`src/rtl/serial_add_ctrl_pkg.sv`:
```
// -----------------------------------------------------------------------------
// serial_add_ctrl_pkg
// Shared definitions for the bit-serial adder controller: the controller state
// encoding and its width.
// -----------------------------------------------------------------------------
package serial_add_ctrl_pkg;

    localparam int STATE_W = 2;

    // 2'b11 is deliberately left unused; the controller treats it as illegal
    // and falls back to ST_IDLE on the next edge.
    typedef enum logic [STATE_W-1:0] {
        ST_IDLE = 2'b00,
        ST_RUN  = 2'b01,
        ST_DONE = 2'b10
    } state_t;

endpackage

```
`src/rtl/full_adder.sv`:
```
// -----------------------------------------------------------------------------
// full_adder
// One-bit full adder, purely combinational.
// Ports:
//   x, y   : operand bits
//   c_in   : carry in
//   s_out  : sum bit
//   c_out  : carry out
// -----------------------------------------------------------------------------
module full_adder (
    input  logic x,
    input  logic y,
    input  logic c_in,
    output logic s_out,
    output logic c_out
);

    logic w_p;

    assign w_p   = x ^ y;
    assign s_out = w_p ^ c_in;
    assign c_out = (x & y) | (c_in & w_p);

endmodule

```
`src/rtl/serial_add_ctrl.sv`:
```
// -----------------------------------------------------------------------------
// serial_add_ctrl
// Bit-serial adder: one full_adder is time-shared over the WIDTH bits of an
// addition, LSB first, one bit per clock. Operands are captured on an accepted
// start, the adder runs for WIDTH cycles, then the registered sum/carry are
// presented with a one-cycle done pulse. Throughput is one op per WIDTH+2
// cycles.
// Parameters:
//   WIDTH  : operand/sum width (2..32)
//   CNT_W  : bit-counter width, 2**CNT_W >= WIDTH
// Ports:
//   clk    : clock, rising edge
//   reset  : asynchronous active-high reset
//   start  : request, sampled only while idle
//   a, b   : operands, captured on accepted start
//   c_in0  : initial carry, captured on accepted start
//   busy   : high while running and during the done cycle
//   done   : one-cycle pulse, sum/c_out valid
//   sum    : registered result, held until the next result
//   c_out  : registered final carry, held until the next result
// -----------------------------------------------------------------------------
module serial_add_ctrl
    import serial_add_ctrl_pkg::*;
#(
    parameter int WIDTH = 8,
    parameter int CNT_W = 3
) (
    input  logic             clk,
    input  logic             reset,
    input  logic             start,
    input  logic [WIDTH-1:0] a,
    input  logic [WIDTH-1:0] b,
    input  logic             c_in0,
    output logic             busy,
    output logic             done,
    output logic [WIDTH-1:0] sum,
    output logic             c_out
);

    localparam logic [CNT_W-1:0] LAST_CNT = CNT_W'(WIDTH - 1);

    state_t           r_state;
    state_t           w_state_nxt;
    logic             w_accept;
    logic             w_step;
    logic             w_last;

    logic [WIDTH-1:0] r_a_sh;
    logic [WIDTH-1:0] r_b_sh;
    logic [WIDTH-1:0] r_s_sh;
    logic             r_carry;
    logic [CNT_W-1:0] r_cnt;
    logic [WIDTH-1:0] r_sum;
    logic             r_c_out;

    logic             w_fa_s;
    logic             w_fa_c;

    // The only arithmetic element: fed from the LSBs of the operand shifters.
    full_adder u_fa (
        .x     (r_a_sh[0]),
        .y     (r_b_sh[0]),
        .c_in  (r_carry),
        .s_out (w_fa_s),
        .c_out (w_fa_c)
    );

    always_ff @(posedge clk or posedge reset) begin
        if (reset) begin
            r_state <= ST_IDLE;
        end else begin
            r_state <= w_state_nxt;
        end
    end

    always_comb begin
        w_state_nxt = ST_IDLE;
        w_accept    = 1'b0;
        w_step      = 1'b0;
        w_last      = 1'b0;
        busy        = 1'b0;
        done        = 1'b0;
        case (r_state)
            ST_IDLE: begin
                if (start) begin
                    w_accept    = 1'b1;
                    w_state_nxt = ST_RUN;
                end else begin
                    w_state_nxt = ST_IDLE;
                end
            end
            ST_RUN: begin
                busy   = 1'b1;
                w_step = 1'b1;
                if (r_cnt == LAST_CNT) begin
                    w_last      = 1'b1;
                    w_state_nxt = ST_DONE;
                end else begin
                    w_state_nxt = ST_RUN;
                end
            end
            ST_DONE: begin
                busy        = 1'b1;
                done        = 1'b1;
                w_state_nxt = ST_IDLE;
            end
            // Illegal encoding: return to idle without touching the datapath.
            default: w_state_nxt = ST_IDLE;
        endcase
    end

    always_ff @(posedge clk or posedge reset) begin
        if (reset) begin
            r_a_sh  <= '0;
            r_b_sh  <= '0;
            r_s_sh  <= '0;
            r_carry <= 1'b0;
            r_cnt   <= '0;
            r_sum   <= '0;
            r_c_out <= 1'b0;
        end else if (w_accept) begin
            r_a_sh  <= a;
            r_b_sh  <= b;
            r_carry <= c_in0;
            r_cnt   <= '0;
        end else if (w_step) begin
            r_a_sh  <= {1'b0, r_a_sh[WIDTH-1:1]};
            r_b_sh  <= {1'b0, r_b_sh[WIDTH-1:1]};
            // Sum bits enter at the MSB so the first (LSB) bit ends at bit 0.
            r_s_sh  <= {w_fa_s, r_s_sh[WIDTH-1:1]};
            r_carry <= w_fa_c;
            r_cnt   <= r_cnt + CNT_W'(1);
            // Last bit is still on the adder output, so assemble it directly.
            if (w_last) begin
                r_sum   <= {w_fa_s, r_s_sh[WIDTH-1:1]};
                r_c_out <= w_fa_c;
            end
        end
    end

    assign sum   = r_sum;
    assign c_out = r_c_out;

endmodule

```
`config.mk`:
```
export PLATFORM = sky130hd
export DESIGN_NAME = serial_add_ctrl
export DESIGN_NICKNAME = d
export VERILOG_FILES = /design/src/rtl/serial_add_ctrl_pkg.sv /design/src/rtl/full_adder.sv /design/src/rtl/serial_add_ctrl.sv
export SDC_FILE = /design/constraint.sdc
export NUM_CORES = 1
export LEC_CHECK = 0
export BUFFER_PORTS_ARGS = -buffer_cell sky130_fd_sc_hd__buf_4
export CORE_UTILIZATION = 54
export CTS_CLUSTER_DIAMETER = 150
export CTS_CLUSTER_SIZE = 16
export DETAILED_ROUTE_END_ITERATION = 8
export PLACE_DENSITY = 0.86
export SLEW_MARGIN = 20
export SYNTH_ARGS = -nofsm -noshare
export SYNTH_HDL_FRONTEND = slang
export SYNTH_SLANG_ARGS = --single-unit
```
`constraint.sdc`:
```
create_clock -name clk -period 2.8 [get_ports clk]
set_input_delay 0.28 -clock clk [delete_from_list [all_inputs] [get_ports clk]]
set_output_delay 0.28 -clock clk [all_outputs]
set_load 0.005 [all_outputs]
```
After elaboration in Yosys (flattened, before gate mapping):

Cells that the tools add are included.

* register bits after elaboration: 39
* input port bits: 20
* output and inout port bits: 11
* word-level logic and storage cells: 41

* add/subtract/negate cells: 1
* eq/ne operators: 3
* mux-type cells: 18
* bitwise gates (word level): 6
* reduce and logical (&&, ||, !) cells: 5

Operator list (count)
* $mux 8: 4
* $mux 1: 10
* $mux 3: 2
* $pmux 2 s2: 1
* $add 3x1->3 const B: 1
* $eq 3x3->1 const B: 1
* $reduce_and 3->1: 1
* $and 1x1->1: 2
* $eq 2x1->1 const B: 1
* $eq 2x2->1 const B: 1
* $logic_not 2->1: 1
* $mux 2: 1
* $reduce_and 2->1: 1
* $reduce_bool 2->1: 1
* $reduce_or 2->1: 1
* $xor 1x1->1: 2
* $not 1->1: 1
* $or 1x1->1: 1

Longest topological paths before layout:

* depth after elaboration: 5
* mapped depth: 7
* depth with buffers taken out: 4

Hierarchy:

A second synthesis with hierarchy kept.

* cells, all modules: 133
* area total of the unflattened synthesis: 1744.2 µm²

Modules (own cells, without submodules)
* serial_add_ctrl: times used 1, cells each 132, area each 1724.2 µm², sequential area each 950.9 µm²
* full_adder: times used 1, cells each 1, area each 20.0 µm², sequential area each 0.0 µm²

Worst setup path before layout:

Ideal clock, no wire load.

* path kind: register to register
* start: reg r_cnt[0]
* end: reg r_c_out, in the netlist c_out
* setup time: 0.125 ns
* arrival: 1.259 ns
* required time: 2.675 ns
* slack: 1.416 ns
* stages on the path, launching flop included: 5
* path buffers: 0
* clock period less this slack: 1.384 ns
* cell sequence: dfrtp_1 ha_1 ha_1 nand2_2 mux2_2

* cells in the longest elaborated chain, start to end: 4

RTL lines
* from (decl): line serial_add_ctrl.sv:52 `logic [CNT_W-1:0] r_cnt;`
* from (signal assigned): line serial_add_ctrl.sv:132 `r_cnt <= r_cnt + CNT_W'(1);`
* $eq 3x3->1: line serial_add_ctrl.sv:95 `if (r_cnt == LAST_CNT) begin`
* $mux 1: line serial_add_ctrl.sv:95
* $mux 1: line serial_add_ctrl.sv:83 `case (r_state)`
* $reduce_and 3->1 (no line)
* to (signal assigned): line serial_add_ctrl.sv:136 `r_c_out <= w_fa_c;`
* to (decl): line serial_add_ctrl.sv:54 `logic r_c_out;`

Every way passes these cells.
A chain may end at the register's enable or synchronous reset.

Worst setup path in the final report:

* start: reg r_state[1]
* end: reg r_b_sh[4]

* cells in the longest elaborated chain, start to end: 3
* elaborated cells between the ends (all ways): 6
* classes of those cells: eq/ne (1); mux (3); reduce/logical (2)

RTL lines
* from (decl): line serial_add_ctrl.sv:42 `state_t r_state;`
* from (signal assigned): line serial_add_ctrl.sv:72 `r_state <= w_state_nxt;`
* $eq 2x1->1 / $logic_not 2->1 (equally long branches): line serial_add_ctrl.sv:83
* $mux 1: line serial_add_ctrl.sv:83
* $reduce_bool 2->1 (no line) / $mux 8 (equally long branches)
* to (signal assigned): line serial_add_ctrl.sv:128 `r_b_sh <= {1'b0, r_b_sh[WIDTH-1:1]};`
* to (decl): line serial_add_ctrl.sv:49 `logic [WIDTH-1:0] r_b_sh;`

Several ways; a longest one is shown, not always the timed one.

==> summary.md <==
| Metric | Value |
|---|---|
| Leak | 1.021 nW |
| Most frequent cells in the layout | 38 x dfrtp_1, 33 x buf_4, 17 x mux2i_1, 16 x mux2_2, 15 x nand3_1 |
| Sequential cell area fraction in the yosys report | 54.52% |
| Die Height | 58.83 microns |
| Max clock buf depth | 2 |
| Final Instance Area | 0.002031 sq mm |
| Actual slew at the worst max-slew pin | 0.6677 ns |
| Fin util | 66.52% |
| Post-CTS Setup Repair Bufs | 0 |
| Area of the mapped netlist | 0.001744 sq mm |
| F_max | 0.5627 GHz |
| Syn-to-layout area delta | 16.43% |
| CP arrival | 2.00 ns |
| First-pass GRT wire length | 5175 microns |
| Vias in the first global route | 1,122 |
| CP Max Fanout | 19 |
| Final #Nets | 190 |
| Post-route DRC | 0 |
| Top cells by area, synth | dfrtp_1 55%, mux2_2 10%, mux2i_1 9.8%, nand3_1 4.3%, ha_1 3.6% |
| Placed Area | 0.001956 sq mm |
| CTS buffer count | 5 |
| Rows | 20 |
| Crit path to | r_b_sh[4] |
| Req. time, crit path | 3.02 ns |
| Crit share post-route | 63.46% |
| Run status | complete, no violations |
| First DRT Iteration DRCs | 36 |
| Synth top area share | 54.52% |
| Final hold violation count | 0 |
| ANT cells | 0 |
| TritonCTS clock tree | yes |
| Reg clk slew, reported paths | 0.12 ns |
| Worst Skew | 0.01384 ns |
| Hold Crit Class | in -> async |
| Yosys cell types | 20 |
| Startpoint Class | flip-flop |
| Relative slew slack | 55.44% |
| Sink Count | 38 |
| Fin crit period | 1.777 ns |
| DR vias | 1,105 |
| Post-synth net total | 159 |
| Layout cells sized above 1 | 40.00% |
| Most area-hungry cell type in the Yosys netlist | dfrtp_1 |
| Setup crit start | r_state[1] |
| Die Width | 58.83 microns |
| Setup crit end kind | flip-flop |
| Initial core utilization | 57.13% |
| Crit Reg-Reg Startpoint | r_state[1] |
| I/O Buffers | 30 |
| FF-to-FF setup slack | 1.02 ns |
| Final setup violation count | 0 |
| CTS resizes | 0 |
| Root buffer cell | clkbuf_4 |
| WL/cell | 14.50 microns |
| RSZ-0062 raised after global routing | false |
| Clock latency on the worst-skew pair | 0.34 ns |
| Total gr overflow | 0 |
| Gate Count Post-Synth | 133 |
| Via density | 5.287 |
| Antenna violations before repair | 0 |
| Power Dens Cells | 1088 mW/mm^2 |
| VDD IR max | 499.6 uV |
| Worst Reg2Reg Path Length in Cells | 5 |
| Hold_buf cts | 0 |
| Total GRT Usage | 20.55% |
| Setup CP Type | reg -> reg |
| Core ar. | 0.003053 sq mm |
| Reg-to-Reg End | r_b_sh[4] |
| Fin. max-slew vios | 0 |
| Largest net degree at the start of global routing | 21 |
| Most common cell after layout, fill and taps aside | dfrtp_1 |
| Synth warn | 0 |
| Synthesized flop and latch total | 38 |
| Wirelength, routed | 3030 microns |
| Setup TNS | 0 ns |
| H-tree levels | 2 |
| Die area | 0.003461 sq mm |
| Gpl congestion | 0.7210 |
| Top Ports | 31 |
| DRT antenna net count | 0 |
| Dpl hpwl | 2219 microns |
| Max-cap violations | 0 |
| Synthesized area per cell | 13.11 sq um |
| Initial DRT Pass Iterations | 4 |
state kept, by name, indices dropped and copies added, names as in the netlist:
name,cells
r_state,2
r_cnt,3
sum,8
r_b_sh,8
r_a_sh,8
c_out,1
r_carry,1
r_s_sh,7
worst max-delay path: stages (launching register included):
cell	delay [ns]
dfrtp_1	0.40
inv_1	0.08
ha_1	0.40
buf_4	0.38
mux2i_1	0.30
o21ai_2	0.08
Yosys cell counts (all sizes together):
cell    count
dfrtp      38
mux2i      17
mux2       16
o21ai      16
nand3      15
buf         7
ha          5
inv         5
nor2        3
a31o        2
and3        2
clkbuf      2
nand2       2
and2        1
fa          1
xnor2       1
worst min-delay path by stage:
stage / to / slack [ns] / cells past startpoint
3_5_place_dp: c_out / 0.42 / 2
5_1_grt: c_out / 0.06 / 2
4_1_cts: sum[7] / 0.04 / 2
2_1_floorplan: r_a_sh[3] / 0.42 / 2
6_report: r_state[0] / 0.03 / 2
3_3_place_gp: c_out / 0.42 / 2
metrics by stage:
| step | hold slack [ns] | setup slack, ns | instances | power [mW] |
|---|---|---|---|---|
| global placement | 0.4202 | 1.165 | 201 | 1.794 |
| finish | 0.02741 | 1.023 | 209 | 2.208 |
| CTS | 0.04363 | 1.025 | 209 | 2.225 |
| floorplan | 0.4185 | 1.416 | 133 | 1.628 |
| detailed placement | 0.4197 | 1.068 | 201 | 1.866 |
| global route | 0.06383 | 0.9038 | 209 | 2.363 |
power breakdown:
group,switching [mW],internal (mW)
clock,0.171,0.190
combinational,0.418,0.488
sequential,0.144,0.798
layer usage:
layer / track usage [%] / wire [microns] / vias to the layer above
met3: 6.374 / 160 / 5
met5: 0 / 0 / -
met2: 34.09 / 1515 / 29
met1: 25.48 / 1316 / 544
li1: - / - / 527
met4: 7.143 / 38 / 0
kinds of logic after synthesis:
logic type                 count (synthesis)  synth area share [%]
AOI/OAI and AO/OA                         18                 7.102
xor gates and xnor gates                   1                0.5022
adders and majority gates                  6                 4.735
buffers and inverters                     14                 6.313
DFF                                       38                 54.52
muxes                                     33                 20.09
and+or+nand+nor                           23                 6.743
final cells by class:
type	count	area (sq um)
Fill cell	249	1022
Sequential cell	38	950.9
Multi-Input combinational cell	81	683.2
Timing Repair Buffer	33	247.7
Tap cell	44	55.05
Clock buffer	7	45.04
Clock inverter	1	30.03
Inverter	5	18.77
Note: power is estimated with default switching activity, not from simulation.
